[config.mk]
export PLATFORM = sky130hd
export DESIGN_NAME = present_inv_sbox_keystrip
export DESIGN_NICKNAME = d
export VERILOG_FILES = /design/src/rtl/present_inv_sbox_keystrip.sv
export SDC_FILE = /design/constraint.sdc
export NUM_CORES = 1
export LEC_CHECK = 0
export BUFFER_PORTS_ARGS = -buffer_cell sky130_fd_sc_hd__buf_2
export CAP_MARGIN = 20
export CORE_UTILIZATION = 50
export CTS_BUF_LIST = sky130_fd_sc_hd__clkbuf_4
export CTS_CLUSTER_DIAMETER = 80
export DETAILED_ROUTE_END_ITERATION = 16
export PLACE_DENSITY = 0.86
export REMOVE_ABC_BUFFERS = 1
export SKIP_CTS_REPAIR_TIMING = 1
export SYNTH_ARGS = -nofsm -noshare
export SYNTH_HDL_FRONTEND = slang
export SYNTH_SLANG_ARGS = --single-unit
[constraint.sdc]
create_clock -name clock -period 4.2 [get_ports clock]
set_input_delay 0.21 -clock clock [delete_from_list [all_inputs] [get_ports clock]]
set_output_delay 0.21 -clock clock [all_outputs]
set_load 0.02 [all_outputs]
[src/rtl/present_inv_sbox_keystrip.sv]
// PRESENT inverse S-box layer with round-key strip.
// Nibble-serial: one InvS lookup per cycle, LSB nibble first.
module present_inv_sbox_keystrip #(
  parameter int NIBBLES = 16
) (
  input  logic                   clock,
  input  logic                   reset,
  input  logic                   io_in_valid,
  output logic                   io_in_ready,
  input  logic [4*NIBBLES-1:0]   io_in_state,
  input  logic [4*NIBBLES-1:0]   io_in_key,
  output logic                   io_out_valid,
  input  logic                   io_out_ready,
  output logic [4*NIBBLES-1:0]   io_out,
  output logic                   io_busy
);

  localparam int W = 4 * NIBBLES;
  localparam logic [3:0] LAST = 4'(NIBBLES - 1);

  typedef enum logic [1:0] {
    IDLE,
    RUN,
    DONE
  } st_t;

  st_t          r_st;
  logic [3:0]   r_cnt;
  logic [W-1:0] r_state;
  logic [W-1:0] r_key;
  logic         r_in_ready;
  logic         r_out_valid;
  logic         r_busy;
  logic [3:0]   w_nib;
  logic [3:0]   w_sub;

  function automatic logic [3:0] inv_s(
    input logic [3:0] x
  );
    logic [3:0] y;
    unique case (x)
      4'h0: y = 4'h5;
      4'h1: y = 4'hE;
      4'h2: y = 4'hF;
      4'h3: y = 4'h8;
      4'h4: y = 4'hC;
      4'h5: y = 4'h1;
      4'h6: y = 4'h2;
      4'h7: y = 4'hD;
      4'h8: y = 4'hB;
      4'h9: y = 4'h4;
      4'hA: y = 4'h6;
      4'hB: y = 4'h3;
      4'hC: y = 4'h0;
      4'hD: y = 4'h7;
      4'hE: y = 4'h9;
      4'hF: y = 4'hA;
    endcase
    return y;
  endfunction

  assign w_nib = r_state[3:0] ^ r_key[3:0];
  assign w_sub = inv_s(w_nib);

  always_ff @(posedge clock or negedge reset) begin
    if (!reset) begin
      r_st        <= IDLE;
      r_cnt       <= 4'd0;
      r_state     <= '0;
      r_key       <= '0;
      r_in_ready  <= 1'b1;
      r_out_valid <= 1'b0;
      r_busy      <= 1'b0;
    end else begin
      unique case (r_st)
        IDLE: begin
          if (io_in_valid) begin
            r_state    <= io_in_state;
            r_key      <= io_in_key;
            r_cnt      <= 4'd0;
            r_st       <= RUN;
            r_in_ready <= 1'b0;
            r_busy     <= 1'b1;
          end
        end
        RUN: begin
          // Result enters at the top; after NIBBLES shifts it lands in place.
          r_state <= {w_sub, r_state[W-1:4]};
          r_key   <= {4'h0, r_key[W-1:4]};
          r_cnt   <= r_cnt + 4'd1;
          if (r_cnt == LAST) begin
            r_st        <= DONE;
            r_busy      <= 1'b0;
            r_out_valid <= 1'b1;
          end
        end
        DONE: begin
          if (io_out_ready) begin
            r_st        <= IDLE;
            r_out_valid <= 1'b0;
            r_in_ready  <= 1'b1;
          end
        end
        default: begin
          r_st        <= IDLE;
          r_in_ready  <= 1'b1;
          r_out_valid <= 1'b0;
          r_busy      <= 1'b0;
        end
      endcase
    end
  end

  assign io_in_ready  = r_in_ready;
  assign io_out_valid = r_out_valid;
  assign io_busy      = r_busy;
  assign io_out       = r_state;

endmodule

==> summary.md <==
| Metric | Value |
|---|---|
| Outcome | finished with violations |
| Failing checks | negative hold slack |
| Initial antenna violation count | 1 |
| Vias in the first global route | 5,237 |
| Post-Syn Area | 0.00620 mm² |
| Flops & latches, synth | ~140 |
| TritonCTS clock tree | built |
| Pre-CTS setup slack | 1800 ps |
| Die X | between 100 and 150 µm |
| Critical path cell sequence | nand2_1, a21oi_1, a221o_1 |
| Multi-input gate area | about 0.0025 mm² |
| Ranking of synthesized cells by area | dfrtp_1 55%, a22oi_1 11%, o21ai_1 8.1% |
| Crit path kind | flip-flop to flip-flop |
| Measured slew at the worst slew-check pin | around 1100 ps |
| Final worst slack | approximately 1600 ps |
| CTS max path bufs | 2 |
| Iter 0 DRT Violations | between 800 and 900 |
| Clock Skews | 13.0 ps |
| Leading area contributor after synthesis | dfrtp_1 |
| Post-synth EDFFs | 0 |
| CP max stage cell | dfrtp_4 |
| Max Cap Viol | 0 |
| CORE AREA | 0.0121 mm² |
| Period utilization | around three fifths |
| CTS root buffer | clkbuf_4 |
| # setup viols final | 0 |
| Core Rows | 40 |
| Main synth FF type | dfrtp_1 |
| Fmax | between 0.3 and 0.4 GHz |
| Fin. Hold Viols | 4 |
| Placed Cells incl. Taps | 958 |
| RSZ-0062 raised after global routing | no |
| Relative slew slack | 27.2% |
| Global Route Usage Sum | 26.5% |
| Crit path capture type | flip-flop |
| Yosys cell types | 36 |
| Antenna-violating nets left | 0 |
| IO Pins | 199 |
| Clk Latency, worst-skew pair | about 540 ps |
| Tmin final | 2560 ps |
| Grt ovf | 0 |
| CP peak stage delay | 950 ps |
| Clk pwr share | 14.0% |
| Critical path fanouts, max | 70 |
| Sequential power share | around two fifths |
| Post-route cell area | between 0.008 and 0.009 mm² |
| Combinational power share | 45.9% |
| Top cell type's share of synthesized area | 54.9% |
| DR WL/cell | 18.1 µm |
| Switching pwr | 2.87 mW |
| Largest net degree at the start of global routing | 105 |
| DR vias/cell | 5.91 |
| Drt pass-1 iters | 9 |
| GPL Wtd Cong | 0.883 |
| Slew Viols, Final | 0 |
| Residual DRC | 0 |
| Proportion of layout cells with a drive suffix above 1 | 26.2% |
| Placed Area | roughly 0.0073 mm² |
| CTS buffer count | 17 |
| Seq/Total Area, Yosys | between 50% and 60% |
| # clock sinks | ~140 |
| Ys Warns | 0 |
| Data arrival, critical path | between 3000 and 4000 ps |
| Core Util, Final | about 73% |
| Die area | 0.0128 mm² |
| Initial Util | 51.4% |
| Port bufs | 198 |
| Setup_tns | 0 ps |
| Worst Hold Class | primary input to flip-flop |
| Power per cell area | roughly 730 mW/mm² |
| Pint | 3.52 mW |
| Async SR Flop Fraction | 100% |
| CTS H-Tree Depth | 4 |
| FF/Latch Area | 0.00344 mm² |
| Layout fillers | 843 |
| Post-Syn Area per Cell | 9.64 µm² |
| Critical Path RT | 4680 ps |
| Area delta synth->final | 41.7% |
| Mapped Cells | 643 |
| Worst-path clk slew | between 100 and 150 ps |
| Layout Nets | 1,065 |
| Maximum vdd drop | 0.000334 V |
| Switch share | 44.9% |
| Fin Hold WS | -16.0 ps |
| Worst setup SP type | flip-flop |
| Layout Cells excl Fill | 1,112 |
| Dpl hpwl | 10,800 µm |
| Leakage | between 3 and 4 nW |
| First-pass GRT wire length | 26,600 µm |
| Vias | between 6,000 and 7,000 |
| Final Power | 6.39 mW |
| Final WL | 20,100 µm |
| Die Y | 113 µm |
-- worst max-delay path, delay by kind of cell (launching register included) --
| kind | cells | cell delay (ps) |
|---|---|---|
| compound gates | 2 | 660 |
| simple gates | 1 | 840 |
| flops | 1 | 950 |
-- synthesized netlist by cell type (5+ instances only) --
master    count
dfrtp_1     136
nand2_1     105
o21ai_1     100
a22oi_1      93
o22ai_1      53
clkbuf_1     47
a21oi_1      32
nor2_1        9
a22o_1        7
buf_1         7
nor2b_1       6
a31oi_1       5
-- path summary, 6_finish.rpt --
check	startpoint	to	slack [ps]	cells after the start
min in group asynchronous	reset	r_key[18]$_DFFE_PN0P_	330	2
max	r_st[0]$_DFFE_PN0P_	io_out[61]$_DFFE_PN0P_	1640	3
max in group asynchronous	reset	io_out[25]$_DFFE_PN0P_	2840	3
min	io_in_state[55]	io_out[55]$_DFFE_PN0P_	-20	3
max reg2reg	r_st[0]$_DFFE_PN0P_	io_out[61]$_DFFE_PN0P_	1640	3
min reg2reg	r_key[8]$_DFFE_PN0P_	r_key[8]$_DFFE_PN0P_	500	2
-- logic make-up (layout without fill, tap and decap cells) --
kind of cell | after synthesis | count (layout) | share of synthesized area (%)
xor gates and xnor gates | 6 | 6 | 1.09
muxes | 1 | 1 | 0.162
buffers and inverters | 63 | 363 | 3.90
adders and majority gates | 3 | 3 | 0.606
and+or+nand+nor | 133 | 133 | 8.72
DFF | 137 | 137 | 55.3
AOI/OAI and AO/OA | 300 | 300 | 30.2
other | 0 | 1 | 0
-- layout by cell type (no fill, tap or decap), types with 2 or more instances in the layout --
cell,netlist,layout
nand2b_1,2,2
clkbuf_4,0,17
o22a_1,2,2
nand3_1,4,4
bufinv_16,0,3
a22o_1,7,7
xnor2_1,3,3
nor2b_1,6,5
nor2_1,9,9
dfrtp_1,136,134
a31oi_1,5,5
o21ai_1,100,99
buf_2,4,197
clkinv_1,0,3
xor2_2,2,2
clkinvlp_4,0,2
a21oi_1,32,32
ha_1,3,3
inv_1,2,2
clkinv_2,0,5
a221o_1,2,2
nand2_1,105,105
o22ai_1,53,53
inv_2,3,3
buf_4,0,6
a22oi_1,93,93
dfrtp_4,0,2
clkinv_4,0,2
dlygate4sd3_1,0,120
nor3_1,3,3
-- state kept, by name (all words and copies together) (netlist names) --
register      flops
r_st              2
io_out           64
r_cnt             4
io_out_valid      1
io_busy           1
r_key            64
io_in_ready       1
-- area by class of cell --
type                            instances  area share, %
Inverter                                5          0.214
Timing Repair Buffer                  326           26.0
Clock buffer                           17           1.45
Clock inverter                         15           1.81
Multi-Input combinational cell        443           29.0
Antenna cell                            1         0.0285
Sequential cell                       137           39.2
Tap cell                              168           2.39
-- power by group through the flow --
stage               sequential, mW  combinational [mW]  clock, mW
floorplan                     2.84                1.54          0
global placement              2.53                2.65          0
detailed placement            2.55                2.75          0
CTS                           2.53                2.77      0.909
global route                  2.62                3.20      0.964
finish                        2.56                2.93      0.894
-- metal layers --
| metal | GRT usage [%] | part of all wire, % | up-vias |
|---|---|---|---|
| met1 | 36.4 | 39 | 3150 |
| met3 | 5.62 | 7.4 | 72 |
| li1 | - | - | 2953 |
| met2 | 41.1 | 50 | 393 |
| met4 | 11.1 | 3.6 | 0 |
| met5 | 0 | 0 | - |
Power figures use the tool's default switching activity.
